--- config.mk ---
export PLATFORM = sky130hd
export DESIGN_NAME = shift_chain_driver
export DESIGN_NICKNAME = d
export VERILOG_FILES = /design/src/rtl/shift_chain_pkg.sv /design/src/rtl/phase_timer.sv /design/src/rtl/shift_chain_driver.sv
export SDC_FILE = /design/constraint.sdc
export NUM_CORES = 1
export LEC_CHECK = 0
export CORE_UTILIZATION = 41
export CTS_BUF_LIST = sky130_fd_sc_hd__clkbuf_4
export CTS_CLUSTER_SIZE = 12
export DETAILED_ROUTE_END_ITERATION = 8
export PLACE_DENSITY = 0.74
export SYNTH_ARGS = -nofsm -noshare
export SYNTH_HDL_FRONTEND = slang
export SYNTH_SLANG_ARGS = --single-unit
--- constraint.sdc ---
create_clock -name clk -period 2.5 [get_ports clk]
set_input_delay 0.75 -clock clk [delete_from_list [all_inputs] [get_ports clk]]
set_output_delay 0.75 -clock clk [all_outputs]
set_load 0.01 [all_outputs]
--- src/rtl/shift_chain_pkg.sv ---
// Shared types and sizing helpers for the shift-register chain driver.
package shift_chain_pkg;

  typedef enum logic [2:0] {
    IDLE    = 3'd0,
    SH_LOW  = 3'd1,
    SH_HIGH = 3'd2,
    LATCH   = 3'd3,
    DONE    = 3'd4
  } state_e;

  localparam int PHASE_W = 8;

  function automatic int bit_cnt_w(input int w);
    return $clog2(w + 1);
  endfunction

endpackage

--- src/rtl/phase_timer.sv ---
// Loadable down-counter timing each FSM phase; tc_o flags the last cycle of a phase.
module phase_timer
  import shift_chain_pkg::*;
(
  input  logic               clk,
  input  logic               reset,
  input  logic               load_i,
  input  logic [PHASE_W-1:0] load_val_i,
  output logic               tc_o
);

  logic [PHASE_W-1:0] count_q, count_d;

  // Saturates at zero so a phase never wraps into a second period.
  always_comb begin
    count_d = count_q;
    if (load_i)              count_d = load_val_i;
    else if (count_q != '0)  count_d = count_q - 1'b1;
  end

  always_ff @(posedge clk or negedge reset) begin
    if (!reset) count_q <= '0;
    else        count_q <= count_d;
  end

  assign tc_o = (count_q == '0);

endmodule

--- src/rtl/shift_chain_driver.sv ---
// Serialises a W-bit frame into a cascade of 8-bit SIPO registers (DS/SHCP), then pulses STCP.
// All outputs are registered copies of next-state decode, so they track the FSM with no input-to-output path.
module shift_chain_driver
  import shift_chain_pkg::*;
#(
  parameter int NUM_BYTES = 2,
  parameter int CLK_DIV   = 4,
  parameter int MSB_FIRST = 1
) (
  input  logic                   clk,
  input  logic                   reset,
  input  logic                   start,
  input  logic [8*NUM_BYTES-1:0] data,
  output logic                   ready,
  output logic                   DS,
  output logic                   SHCP,
  output logic                   STCP,
  output logic                   busy,
  output logic                   done
);

  localparam int W   = 8 * NUM_BYTES;
  localparam int BCW = bit_cnt_w(W);
  localparam logic [PHASE_W-1:0] PH_LOAD  = PHASE_W'(CLK_DIV - 1);
  localparam logic [BCW-1:0]     LAST_BIT = BCW'(W - 1);

  if (NUM_BYTES < 1 || NUM_BYTES > 16) begin : g_bad_num_bytes
    $error("shift_chain_driver: NUM_BYTES must be in 1..16");
  end
  if (CLK_DIV < 1 || CLK_DIV > 255) begin : g_bad_clk_div
    $error("shift_chain_driver: CLK_DIV must be in 1..255");
  end
  if (MSB_FIRST != 0 && MSB_FIRST != 1) begin : g_bad_msb_first
    $error("shift_chain_driver: MSB_FIRST must be 0 or 1");
  end

  state_e         state_q, state_d;
  logic [W-1:0]   sreg_q, sreg_d, shift_src;
  logic [BCW-1:0] bcnt_q, bcnt_d;
  logic           ready_q, ds_q, shcp_q, stcp_q, busy_q, done_q;
  logic           ready_d, ds_d, shcp_d, stcp_d, busy_d, done_d;
  logic           ph_tc, accept, load_bit, head_bit;

  phase_timer u_phase_timer (
    .clk        (clk),
    .reset      (reset),
    .load_i     (state_d != state_q),
    .load_val_i (PH_LOAD),
    .tc_o       (ph_tc)
  );

  always_ff @(posedge clk or negedge reset) begin
    if (!reset) state_q <= IDLE;
    else        state_q <= state_d;
  end

  always_comb begin
    state_d = state_q;
    unique case (state_q)
      IDLE:    if (start) state_d = SH_LOW;
      SH_LOW:  if (ph_tc) state_d = SH_HIGH;
      SH_HIGH: if (ph_tc) state_d = (bcnt_q == LAST_BIT) ? LATCH : SH_LOW;
      LATCH:   if (ph_tc) state_d = DONE;
      DONE:    state_d = IDLE;
      default: state_d = IDLE;
    endcase
  end

  // On accept the first bit comes straight from data, since the shift register loads on the same edge.
  assign accept    = (state_q == IDLE) && start;
  assign load_bit  = (state_d == SH_LOW) && (state_q != SH_LOW);
  assign shift_src = accept ? data : sreg_q;
  assign head_bit  = (MSB_FIRST != 0) ? shift_src[W-1] : shift_src[0];

  always_comb begin
    sreg_d = sreg_q;
    bcnt_d = bcnt_q;
    if (accept)                          bcnt_d = '0;
    else if (state_q == SH_HIGH && ph_tc) bcnt_d = bcnt_q + 1'b1;
    if (load_bit) begin
      sreg_d = (MSB_FIRST != 0) ? {shift_src[W-2:0], 1'b0} : {1'b0, shift_src[W-1:1]};
    end
  end

  always_comb begin
    ready_d = 1'b0;
    ds_d    = ds_q;
    shcp_d  = 1'b0;
    stcp_d  = 1'b0;
    busy_d  = 1'b0;
    done_d  = 1'b0;
    unique case (state_d)
      IDLE:    begin ready_d = 1'b1; ds_d = 1'b0; end
      SH_LOW:  begin busy_d = 1'b1; if (load_bit) ds_d = head_bit; end
      SH_HIGH: begin busy_d = 1'b1; shcp_d = 1'b1; end
      LATCH:   begin busy_d = 1'b1; stcp_d = 1'b1; end
      DONE:    begin done_d = 1'b1; ds_d = 1'b0; end
      default: begin ready_d = 1'b1; ds_d = 1'b0; end
    endcase
  end

  always_ff @(posedge clk or negedge reset) begin
    if (!reset) begin
      sreg_q  <= '0;
      bcnt_q  <= '0;
      ready_q <= 1'b1;
      ds_q    <= 1'b0;
      shcp_q  <= 1'b0;
      stcp_q  <= 1'b0;
      busy_q  <= 1'b0;
      done_q  <= 1'b0;
    end else begin
      sreg_q  <= sreg_d;
      bcnt_q  <= bcnt_d;
      ready_q <= ready_d;
      ds_q    <= ds_d;
      shcp_q  <= shcp_d;
      stcp_q  <= stcp_d;
      busy_q  <= busy_d;
      done_q  <= done_d;
    end
  end

  assign ready = ready_q;
  assign DS    = ds_q;
  assign SHCP  = shcp_q;
  assign STCP  = stcp_q;
  assign busy  = busy_q;
  assign done  = done_q;

endmodule

Word-level counts from Yosys, hierarchy flattened
Index checks and enable logic that the tools add are counted.

Flip-flop bits (word level): 37. Bits in latches: 0. RAM bits: 0. Bits in read-only memories: 0. Bits of input ports: 19. Output and inout port bits: 6. Logic and storage cells: 54. Memories: 0.

$add $sub $neg: 2. Multiply operators: 0. Div/mod/pow operators: 0. Magnitude comparators: 0. Equal/unequal tests: 11. Shifts and indexed selects: 0. Multiplexer cells: 18. Bitwise operators: 1. Reductions and logical operators: 12.

Operators by type and width (count): 16-bit 2-to-1 mux (1); 8-bit 2-to-1 mux (2); 3-bit by 2-bit == test with 1-bit output (second input constant) (4); 3-bit 2-to-1 mux (4); 3-bit case mux with 4 select lines (1); 5-bit 2-to-1 mux (2); 8-bit logical NOT (1); 8-bit nonzero test (1); 8-bit by 1-bit subtractor with 8-bit output (second input constant) (1); 3-bit by 1-bit == test with 1-bit output (second input constant) (2); 1-bit 2-to-1 mux (6); 5-bit by 1-bit adder with 5-bit output (second input constant) (1); 5-bit by 4-bit == test with 1-bit output (second input constant) (1); 2-bit nonzero test (2); 4-bit OR reduction (1); 3-bit == test (second input constant) (1); 1-bit logical AND (3); 3-bit logical NOT (1); 3-bit by 1-bit inequality test with 1-bit output (second input constant) (1); 3-bit inequality test (1); 3-bit OR reduction (1); 2-bit 2-to-1 mux (1); 2-bit inequality test (second input constant) (1); 1-bit case mux with 2 select lines (1); other kinds (3) (3).

Logic depth before layout (Yosys ltp)
Gate-level depths: netlist of the first run.

Depth in word-level cells: 8. Mapped depth: 9. Depth with buffers taken out: 7.

Cells and area by module
From an unflattened synthesis of the first run, not the netlist that was laid out.

Cells, all modules: 175. Area, all modules: 1883.1 um^2.

By module, submodules not included: shift_chain_driver (times used 1, cells each 121, area an instance 1406.3 um^2, seq. area each 726.9 um^2); phase_timer (times used 1, cells each 54, area an instance 476.7 um^2, seq. area each 200.2 um^2).

Worst setup path after synthesis of the first run
Ideal clock, no wire load.

Path type: reg-to-reg. Start: reg u_phase_timer.count_q[0]. End: reg sreg_q[10]. Library setup time: 132 ps. Arrival: 1656 ps. Data required time: 2368 ps. Slack: 712 ps. Stages on the path, launching flop included: 9. Buffers on the path: 2. Period minus slack after synthesis: 1788 ps. Path through: dfrtp_1 -> inv_1 -> ha_1 -> nor3b_2 -> a41oi_1 -> buf_2 -> buf_6 -> nand2_1 -> o21ai_1.

Longest elaborated chain between the ends: 5. Elaborated cells between the ends (all ways): 7. Classes of those cells: eq/ne: 1; mux: 4; reduce/logical: 2.

RTL lines: from (decl) (RTL line phase_timer.sv:12) `logic [PHASE_W-1:0] count_q, count_d;`; from (signal assigned) (RTL line phase_timer.sv:23) `else count_q <= count_d;`; 8-bit logical NOT * (RTL line phase_timer.sv:26) `assign tc_o = (count_q == '0);`; 3-bit 2-to-1 mux, on equally long branches (RTL line shift_chain_driver.sv:63, shift_chain_driver.sv:61, shift_chain_driver.sv:62); 3-bit case mux with 4 select lines * (RTL line shift_chain_driver.sv:59) `unique case (state_q)`; 3-bit by 1-bit == test with 1-bit output * (RTL line shift_chain_driver.sv:71) `assign load_bit = (state_d == SH_LOW) && (state_q != SH_LOW);`; 1-bit logical AND * (RTL line shift_chain_driver.sv:71); to (signal assigned) (RTL line shift_chain_driver.sv:113) `sreg_q <= sreg_d;`; to (decl) (RTL line shift_chain_driver.sv:38) `logic [W-1:0] sreg_q, sreg_d, shift_src;`.

Every way passes the cells marked *; elsewhere a longest branch is shown, timed or not. A chain may end at the register's enable or synchronous reset.

Worst setup path after layout of the first run
Start: in start. End: reg ds_q, in the netlist DS.

Longest elaborated chain between the ends: 6. Elaborated cells between the ends (all ways): 14. Classes of those cells: eq/ne: 4; mux: 5; bitwise: 1; reduce/logical: 4.

RTL lines: from (decl) (RTL line shift_chain_driver.sv:12) `input logic start,`; 3-bit 2-to-1 mux (RTL line shift_chain_driver.sv:60) `IDLE: if (start) state_d = SH_LOW;`; 3-bit case mux with 4 select lines (RTL line shift_chain_driver.sv:59); 3-bit by 1-bit == test with 1-bit output or 3-bit by 2-bit == test with 1-bit output (tied branches) (RTL line shift_chain_driver.sv:71, shift_chain_driver.sv:92); 1-bit logical AND or 2-bit OR reduction (tied branches); 2-bit inequality test (no source line) or 1-bit NOT (tied branches); 2-bit AND reduction (no source line); to (signal assigned) (RTL line shift_chain_driver.sv:116) `ds_q <= ds_d;`; to (decl) (RTL line shift_chain_driver.sv:40) `logic ready_q, ds_q, shcp_q, stcp_q, busy_q, done_q;`.

Several ways; a longest one is shown, not always the timed one. The select of a mux whose other input is x is not followed.

==> impl.org, run 1 <==
** Routing
- In the final routed layout, each cell accounts on average for 12.58 microns.
- Final antenna-violating net count :: 0
- The detailed router finished its first iteration with 62 violations.
- Wirelength, routed :: 3.183 mm
- Via count :: 1,316
- Dividing the detail-routed via count by the number of cells gives 5.202.
- For this run, the detailed router's first-pass iteration total came to 4.
- In the routed design, unresolved DRC markers number 0.

** Cells and area
- Ant. Diodes :: 0
- After filler insertion, the fill cell instance count of the layout stands at 408.
- The count of cells in the finished layout, fillers not included, comes to 253.
- Share of final-layout standard cells stronger than drive strength 1 :: 11.44%
- Post-layout instance area :: 2190 sq um
- Cells fill 50.64% of the core in the end.
- Post-synthesis to final-layout area growth :: 18.89%
- The net count of the finished layout is 223.

** Flow run
- Count of maximum capacitance violations :: 0

** Setup path
- CP arrival :: 2450 ps
- Type of origin of the critical path :: input pin
- Worst endpoint required time :: 2730 ps
- Crit-path max FO :: 22
- The worst register-to-register path begins at state_q[0].
- The worst register-to-register path has a depth of 5.
- Worst reg2reg endpoint :: DS
- For this run, the slowest stage of the critical path takes 480 ps.
- Traced cell by cell, the critical path runs through clkdlybuf4s50_1 > nor4b_4 > buf_4 > mux2i_1 > nor2_1 > a32o_1.
- Among all stages on the critical path, the largest delay is contributed by clkdlybuf4s50_1.
- Worst reg-to-reg setup slack :: 490 ps
- In this run the worst setup path terminates at DS.
- The worst setup path is of the in2reg kind.
- In this run the worst setup path begins at start.
- STA classifies the critical path endpoint as a flop.

** Timing
- Period minus WS final :: 2214 ps
- Worst clock skew :: 5.909 ps
- Setup violations remaining at the end of the flow were counted as 0.
- For this run, the top clock speed supported by timing is 451.7 MHz.
- On the final layout, the worst hold slack is 476.8 ps.
- The count of pins over their slew limit came to 0.
- Actual transition at the worst max-transition pin :: 810.9 ps
- Setup total negative slack on the finished layout was measured at 0 ps.
- Final count of hold timing violations :: 0
- After layout, the worst setup slack is 286.0 ps.
- Of the available clock period, the critical path in the final layout requires 88.56%.
- Worst slew margin :: 45.94%
- Setup repair after global routing left no endpoint under its margin.

** Synth
- The Yosys step of the flow raised 0 warnings.
- Most frequent cell after synthesis :: dfrtp_1
- The number of nets in the synthesized netlist is 197.
- Avg Cell Area, Syn :: 10.58 sq um
- Top post-synthesis cells by area :: dfrtp_1 (49%), mux2i_1 (8.7%), nand2_1 (3.7%)
- The mapped netlist covers 1842 sq um.
- Asr flop ratio synth :: 100.0%
- Synthesis inferred 37 register bits.
- In the synthesized netlist the dominant register cell turns out to be dfrtp_1.
- Number of flops mapped to enable cells by yosys :: 0
- The share of synthesized area in the top cell type comes to 48.91%.
- Post-synthesis cell type count :: 40
- Gate Count Post-Synth :: 174
- After synthesis, flip-flops and latches occupy 50.34% of the total area.
- By count the netlist is led by dfrtp_1 (36), nand2_1 (18), mux2i_1 (16).
- Of all cell types, the one taking the most synthesized area is dfrtp_1.

** Clock tree
- At the later pin of the worst-skew pair, clock insertion delay measures 340 ps.
- TritonCTS clock tree :: yes
- Number of levels in the clock H-tree :: 2
- Number of buffers created by CTS :: 5
- Bufs on Longest Clock Path :: 2
- The cell sitting at the root of the clock tree is a clkbuf_4.
- After clock tree synthesis, the clock-pin slew on the worst setup and hold paths is 110 ps.
- Clk sink count :: 37
- In this run the post-CTS setup repair buffer count came out at 0.
- Number of hold-repair buffers added at the cts stage :: 0

** Floorplan
- Top Ports :: 25
- Std-Cell Rows :: 24
- Starting Density :: 42.59%
- The die is 69.03 microns wide.
- The die is 69.03 microns tall.
- Area inside the core boundary :: 4324 sq um
- Full die area :: 4764 sq um

** Power and ir drop
- The completed layout was analyzed and its total power is 2.234 mW.
- Across the VDD grid, the largest voltage drop is 0.0003415 V.
- Dividing total power by cell area gives a power density of 1020 nW/um^2.
- The analysis attributes to cell leakage a power of 0.8796 nW.

** Global routing
- Wire length of the first global-routing pass :: 5.658 mm
- Antenna violations before repair :: 0
- Vias in the first global route :: 1,252
- After global routing the overflow that remains totals 0.
- Largest net degree at the start of global routing :: 38
- Total Routing Usage GR :: 15.19%

** Placed design
- The number of placed instances, taps included, is 245.
- Routability-driven placement finished with a final weighted congestion of 0.7526.
- Worst slack at placement :: -152.6 ps
- In this run the cell area measured after placement is 2123 sq um.
- The count of buffers added on input and output ports is 24.
- DP Wirelength :: 2.182 mm

** Outcome
- Outcome :: completed

** Hold path
- Classification of the worst-slack hold path :: in2async
-- layout make-up --
cell class	instances	area [sq um]	share of cell area, %
Tap cell	52	65.06	2.971
Clock inverter	2	10.01	0.4571
Clock buffer	6	45.04	2.057
Timing Repair Buffer	28	265.3	12.11
Inverter	7	26.28	1.200
Multi-Input combinational cell	121	850.8	38.86
Sequential cell	37	927.1	42.34
-- registers in the layout (all words and copies together) (netlist names) --
name	flops
state_q	3
ready	1
sreg_q	15
DS	1
SHCP	1
u_phase_timer.count_q	8
done	1
busy	1
STCP	1
bcnt_q	5
-- power breakdown --
group | switching, mW | internal [mW] | total, mW
Combinational | 0.439 | 0.421 | 0.860
Sequential | 0.219 | 0.844 | 1.06
Clock | 0.192 | 0.118 | 0.310
Total | 0.851 | 1.38 | 2.23
-- worst min-delay path by stage --
stage / startpoint / endpoint
after CTS: reset / u_phase_timer.count_q[3]
after floorplan: reset / DS
after global routing: reset / u_phase_timer.count_q[0]
final: reset / u_phase_timer.count_q[0]
after global placement: sreg_q[13] / sreg_q[13]
after detailed placement: sreg_q[7] / sreg_q[7]
-- critical path: cells and delay by family --
| kind | cells | cell delay [ps] |
|---|---|---|
| AO/OA/AOI/OAI | 1 | 200 |
| buffers and inverters | 2 | 860 |
| multiplexers | 1 | 280 |
| AND/OR/NAND/NOR | 2 | 360 |
-- cells in the final DEF (no fill, tap or decap), drive strengths merged, types with 2 or more instances in the layout --
master	n
or3	2
a41oi	2
mux2i	16
xnor2	3
clkdlybuf4s50	23
a21oi	5
inv	7
buf	5
o21ai	18
ha	4
nor2	15
dfrtp	36
xor2	5
clkbuf	6
nor3b	2
nand2	18
nand2b	2
nor3	5
nand3	6
clkinv	2
-- logic make-up after synthesis --
kind of cell	synth area share [%]
buffers and inverters	4.484
AOI/OAI and AO/OA	11.96
muxes	8.695
xor gates and xnor gates	3.804
adders and majority gates	2.717
DFF	50.34
and+or+nand+nor	18.00
-- what timing repair did --
item / 4_1_cts / 5_1_grt
gates resized for setup: 0 / 1
setup endpoints to repair: 0 / 2
hold endpoints to repair: 0 / 0
-- layer usage --
metal	part of all wire, %	global-route usage (%)
met1	47	20.17
met2	45	21.79
met3	5.8	4.240
met4	1.8	9.524
met5	0	0
(Power assumes the default switching activity.)
==> run 2: changes to the inputs <==
--- a/config.mk
+++ b/config.mk
@@ -5,11 +5,12 @@
 export SDC_FILE = /design/constraint.sdc
 export NUM_CORES = 1
 export LEC_CHECK = 0
-export CORE_UTILIZATION = 41
+export CORE_UTILIZATION = 50
 export CTS_BUF_LIST = sky130_fd_sc_hd__clkbuf_4
 export CTS_CLUSTER_SIZE = 12
 export DETAILED_ROUTE_END_ITERATION = 8
-export PLACE_DENSITY = 0.74
+export PLACE_DENSITY = 0.85
+export SKIP_LAST_GASP = 1
 export SYNTH_ARGS = -nofsm -noshare
 export SYNTH_HDL_FRONTEND = slang
 export SYNTH_SLANG_ARGS = --single-unit
==> impl.org, run 2 (synthesis results as in run 1) <==
** Timing
- Period minus WS final :: 2263 ps
- Timing would allow up to 441.9 MHz.
- The worst path uses 90.52% of the clock period.
- Worst slew margin :: 52.26%
- For the pin with the worst max-slew slack, the measured transition is 713.7 ps.
- Setup slack closes at 237.0 ps.
- Worst clock skew :: 18.98 ps
- Number of setup violations in the final report :: 0
- On the final layout, the worst hold slack is 495.8 ps.
- The final-report hold violation count is 0.
- Setup repair after global routing missed its margin :: no
- The count of pins over their slew limit came to 0.

** Power and ir drop
- The worst-case IR drop observed on VDD is 0.0004764 V.
- Leak Pwr :: 0.8727 nW
- The completed layout was analyzed and its total power is 2.261 mW.
- Power spread over the standard cell area amounts to 1037 nW/um^2.

** Cells and area
- In the final layout, the registers with the most flip-flops are sreg_q (15), u_phase_timer.count_q (8), bcnt_q (5).
- Fill cell count :: 261
- Leading cell type in the layout, fill and taps excluded :: dfrtp_1
- Post-synthesis to final-layout area growth :: 18.41%
- The register with the most flip-flops in the layout has 15 of them.
- Cells with a size suffix above 1 make up 10.00% of the layout.
- For this run, the post-layout net count is 222.
- Leading cell types in the layout, fill and taps excluded :: dfrtp_1 (36), clkdlybuf4s50_1 (24), nand2_1 (18)
- sreg_q holds more flip-flops than any other register.
- For this run, the number of standard cells in the final layout without fillers is 246.
- Ant. Diodes :: 0
- End-of-flow core utilization :: 63.36%

** Clock tree
- Counting every sink on the clock net gives 37.
- Clock-pin slew on the worst setup and hold paths :: 100 ps
- Number of levels in the clock H-tree :: 2
- Clock latency of the later-clocked register in the worst-skew pair :: 340 ps
- TritonCTS clock tree :: yes
- TritonCTS created 5 clock buffers.
- The root buffer cell chosen for the clock tree is clkbuf_4.
- In this run the deepest clock path goes through 2 buffers.

** Routing
- The detail route stage leaves a number of antenna-violating nets equal to 0.
- Average wire per standard cell :: 13.73 microns
- DRC Markers :: 0
- In the routed layout, each cell is associated on average with a via count of 5.549.
- The pre-antenna-repair detailed-routing pass consisted of 4 iterations.
- For this block, the initial DRC count from the detailed router was 76.
- Via count :: 1,365
- Wirelength, routed :: 3.378 mm

** Setup path
- Following the worst setup path forward leads to its endpoint at u_phase_timer.count_q[0].
- CP arrival :: 2530 ps
- Type of origin of the critical path :: input pin
- WS Path Type :: in2reg
- Along the worst path, the maximum fanout reaches 22.
- Launching instance or port of the critical path :: start
- R2r worst-path depth :: 7
- STA classifies the critical path endpoint as a flop.
- For flop-to-flop paths, the worst setup slack is 460 ps.
- Worst reg2reg endpoint :: u_phase_timer.count_q[0]
- Origin of the critical flop-to-flop path :: u_phase_timer.count_q[0]
- Worst endpoint required time :: 2760 ps

** Global routing
- The number of global-route vias before repair was 1,421.
- Total global routing overflow :: 0
- In the global route stage, met3 resource usage came out at 5.839%.
- Entering global routing, the biggest net connects 38 pins.
- Total Routing Usage GR :: 19.69%
- In the global route stage, met2 resource usage came out at 36.41%.
- The first global-routing pass estimated 6.009 mm of wire.
- Antenna violations before repair :: 0
- Busiest metal layer after global routing :: met2
- Global routing consumed, on the met1 layer, 20.26% of the routing resources.

** Hold path
- Worst Hold Launch :: sreg_q[2]
- Classification of the worst-slack hold path :: reg2reg

** Floorplan
- Std-Cell Rows :: 21
- Floorplan die width :: 62.69 microns
- Top Ports :: 25
- Vertical die dimension :: 62.69 microns
- Starting Density :: 53.51%
- Area inside the core boundary :: 3442 sq um
- Full die area :: 3930 sq um

** Placed design
- Worst slack at placement :: -157.9 ps
- Including well taps, the total number of placed cells is 238.
- DP Wirelength :: 2.430 mm
- Input and output buffers added on the ports amount to 24.
- At the end of routability-driven placement, the weighted congestion stood at 0.7959.

** Outcome
- The run finished with clean final reports.

** Flow run
- Max-cap violations in this run came to 0.
-- run 2: cell types whose count changed in the layout (fill, tap and decap cells not counted), sizes merged --
| cell | before | now |
|---|---|---|
| buf | 5 | 3 |
| clkbuf | 6 | 7 |
| clkdlybuf4s50 | 23 | 24 |
| clkinv | 2 | 1 |
-- run 2: timing repair --
item                                    in CTS  in global routing
gates resized for setup                      0                  1
hold buffers                                 0                  0
buffers inserted                             0                  0
endpoints found under the setup margin       0                  1
endpoints found under the hold margin        0                  0
-- run 2: area by class of cell --
cell class                 count  area [sq um]  share of cell area (%)
sequential                    37         927.1                   42.51
clock buffer                   7         52.55                   2.410
tap                           46         57.56                   2.639
multi-input combinational    121         850.8                   39.01
timing repair buffer          27         262.8                   12.05
inverter                       7         26.28                   1.205
clock inverter                 1         3.754                  0.1721
-- run 2: routing by layer --
metal,wire length [microns],up-vias
met5,0,-
met4,71,0
met3,117,12
met2,1765,38
met1,1424,656
li1,-,659
-- run 2: power breakdown --
part | switching, mW | internal, mW
logic | 0.459 | 0.414
registers | 0.229 | 0.844
clock network | 0.185 | 0.130
-- run 2: worst min-delay path by stage --
stage / slack (ps) / cells after the start / end
finish: 500 / 2 / sreg_q[2]
global placement: 460 / 2 / sreg_q[13]
detailed placement: 480 / 2 / sreg_q[2]
global route: 530 / 2 / sreg_q[3]
CTS: 500 / 2 / sreg_q[2]
floorplan: 450 / 0 / DS
-- run 2: through the flow --
step                      area (sq um)  setup TNS, ps
after floorplan                   1842              0
after global placement            2113         -137.9
after global routing              2181              0
final                             2181              0
after detailed placement          2113          -1698
after CTS                         2170              0
-- run 2: worst max-delay path, stage by stage --
cell,delay [ps]
clkdlybuf4s50_1,510
nor4b_4,300
buf_4,370
nor2_1,70
o21ai_1,320
nand2b_1,200
==> run 3: changes to the inputs <==
--- a/config.mk
+++ b/config.mk
@@ -5,11 +5,13 @@
 export SDC_FILE = /design/constraint.sdc
 export NUM_CORES = 1
 export LEC_CHECK = 0
+export CAP_MARGIN = 30
 export CORE_UTILIZATION = 50
 export CTS_BUF_LIST = sky130_fd_sc_hd__clkbuf_4
 export CTS_CLUSTER_SIZE = 12
 export DETAILED_ROUTE_END_ITERATION = 8
-export PLACE_DENSITY = 0.85
+export DONT_BUFFER_PORTS = 1
+export PLACE_DENSITY = 0.76
 export SKIP_LAST_GASP = 1
 export SYNTH_ARGS = -nofsm -noshare
 export SYNTH_HDL_FRONTEND = slang
==> impl.org, run 3 (synthesis results as in run 1) <==
** Outcome
- Outcome :: completed

** Routing
- Via count :: 1,266
- For this block, the initial DRC count from the detailed router was 75.
- Wires add up to 3.226 mm.
- Final antenna-violating net count :: 0
- DRC Markers :: 0
- After detailed routing, the number of vias per cell comes to 5.677.
- 1st-pass router iterations :: 5
- After detailed routing, the average wire length per cell comes to 14.47 microns.

** Cells and area
- Area taken by multi-input logic gates :: 839.6 sq um
- Leading cell type in the layout, fill and taps excluded :: dfrtp_1
- Register ranked first by flip-flop count :: sreg_q
- In the final layout, the registers with the most flip-flops are sreg_q (15), u_phase_timer.count_q (8), bcnt_q (5).
- The net count of the finished layout is 199.
- Relative to the synthesized area, the layout overhead comes to 5.163%.
- Leading cell types in the layout, fill and taps excluded :: dfrtp_1 (36), nand2_1 (18), mux2i_1 (16)
- Post-layout instance area :: 1937 sq um
- End-of-flow core utilization :: 56.27%
- Sequential cell area :: 927.1 sq um
- Max FFs per register :: 15
- Fill cell count :: 297
- Cells with a size suffix above 1 make up 11.86% of the layout.
- 0 antenna diodes ended up in the layout.

** Timing
- After layout, the worst path uses 78.60% of the clock period.
- Worst slew margin :: 59.69%
- Count of final max-slew check failures :: 0
- For the pin with the worst max-slew slack, the measured transition is 600.7 ps.
- The final-report hold violation count was 0.
- Hold timing on the final database bottoms out at a slack of 76.58 ps.
- The routed design could run at a clock period as short as 1965 ps.
- Setup repair after global routing left no endpoint under its margin.
- For this run, the top clock speed supported by timing is 508.9 MHz.
- Clock skew on the completed layout was measured at 11.15 ps.
- Number of setup violations in the final report :: 0
- Adding up every negative setup slack in the final design gives 0 ps.

** Setup path
- In this run the critical register-to-register path is launched from u_phase_timer.count_q[0].
- The worst register-to-register path ends at u_phase_timer.count_q[4].
- Crit-path max FO :: 10
- Kind of end point of the critical path :: flop
- Worst endpoint required time :: 2730 ps
- For the worst setup path, the data arrival time is 2190 ps.
- R2r worst-path depth :: 7
- In this run the register-to-register setup slack is 540 ps.
- Type of origin of the critical path :: flop
- WS Path Type :: reg2reg

** Power and ir drop
- Power density of the placed cells :: 1124 nW/um^2
- The analysis attributes to cell leakage a power of 0.7842 nW.
- Share of total power in the clock network :: 14.6%
- Gate power share :: 35.4%
- The internal portion of the total power is 1.329 mW.
- The completed layout was analyzed and its total power is 2.176 mW.
- Net switching power figure :: 0.8475 mW
- Part of the total power dissipated in sequential elements :: 50.0%
- Worst vdd rail ir drop :: 0.0005033 V
- Switching power share of the total :: 38.94%

** Clock tree
- Clock latency of the later-clocked register in the worst-skew pair :: 350 ps
- Root buffer cell :: clkbuf_4
- Number of hold-repair buffers added at the cts stage :: 0
- Clock-pin slew on the worst setup and hold paths :: 110 ps
- Number of buffers created by CTS :: 5
- TritonCTS clock tree :: yes
- Bufs on Longest Clock Path :: 2
- Post-CTS timing repair inserted 0 buffers for setup.
- The H-tree was split into 2 levels.
- Post-CTS sizing :: 0
- The clock net in this run drives a total of 37 sinks.

** Global routing
- The first global-routing pass estimated 5.775 mm of wire.
- Total global routing overflow :: 0
- The number of antenna violations at the first check in global routing came to 0.
- Vias in the first global route :: 1,279
- Total Routing Usage GR :: 19.29%
- Entering global routing, the biggest net connects 38 pins.

** Placed design
- DP Wirelength :: 2.268 mm
- Port Buffers :: 0
- At the end of routability-driven placement, the weighted congestion stood at 0.8440.
- In this run the cell area measured after placement is 1881 sq um.

** Flow run
- Count of maximum capacitance violations :: 0

** Floorplan
- Row generation in the floorplan step produced 21 rows.
- The core region is 3442 sq um.
- Once the floorplan was initialized, standard cells occupied 53.51% of the core.
- The floorplan step defined a die boundary enclosing 3930 sq um.
- Top Ports :: 25
- Floorplan die width :: 62.69 microns
- Vertical die dimension :: 62.69 microns

** Hold path
- Classification of the worst-slack hold path :: in2async
## run 3: cell count changes in the layout (fill, tap and decap cells not counted)
cell / delta
buf_4: +1
a41oi_2: +1
clkdlybuf4s50_1: -24
a41oi_4: -1
## run 3: per-stage QoR
step | setup WS (ps) | cells
floorplan | 712.2 | 174
global placement | 644.8 | 215
global route | 400.8 | 223
finish | 535.1 | 223
CTS | 523.2 | 223
detailed placement | 555.7 | 215
## run 3: power groups by stage
stage	Sequential, mW	Combinational, mW	Clock, mW
after floorplan	1.01	0.678	0
after global placement	1.07	0.723	0
after detailed placement	1.10	0.766	0
after CTS	1.09	0.775	0.330
after global routing	1.12	0.881	0.352
final	1.09	0.770	0.318
## run 3: per-layer routing
metal  track usage (%)  wire [microns]  vias up
li1                  -               -      620
met1             22.58            1437      616
met2             31.25            1565       24
met3             6.204             163        6
met4             10.47              59        0
met5                 0               0        -
## run 3: how the worst max path moves through the flow
stage,to,startpoint,cells past startpoint,slack (ps)
3_3_place_gp,sreg_q[12],start,5,640
5_1_grt,u_phase_timer.count_q[3],u_phase_timer.count_q[0],7,400
3_5_place_dp,u_phase_timer.count_q[4],u_phase_timer.count_q[0],7,560
2_1_floorplan,sreg_q[10],u_phase_timer.count_q[0],8,710
4_1_cts,u_phase_timer.count_q[4],u_phase_timer.count_q[0],7,520
6_report,u_phase_timer.count_q[4],u_phase_timer.count_q[0],7,540
## run 3: area by class of cell
type                            instances  area share [%]
Sequential cell                        37           47.87
Multi-Input combinational cell        121           43.35
Tap cell                               46           2.972
Clock buffer                            7           2.713
Timing Repair Buffer                    4           1.550
Inverter                                7           1.357
Clock inverter                          1          0.1938
## run 3: worst max-delay path, cell delays in order (launching register included)
cell and delay, ps:
dfrtp_1 370, inv_1 90, ha_1 220, nor3b_2 160, buf_4 180, a2111oi_0 570
xnor2_1 190, nor2_1 50
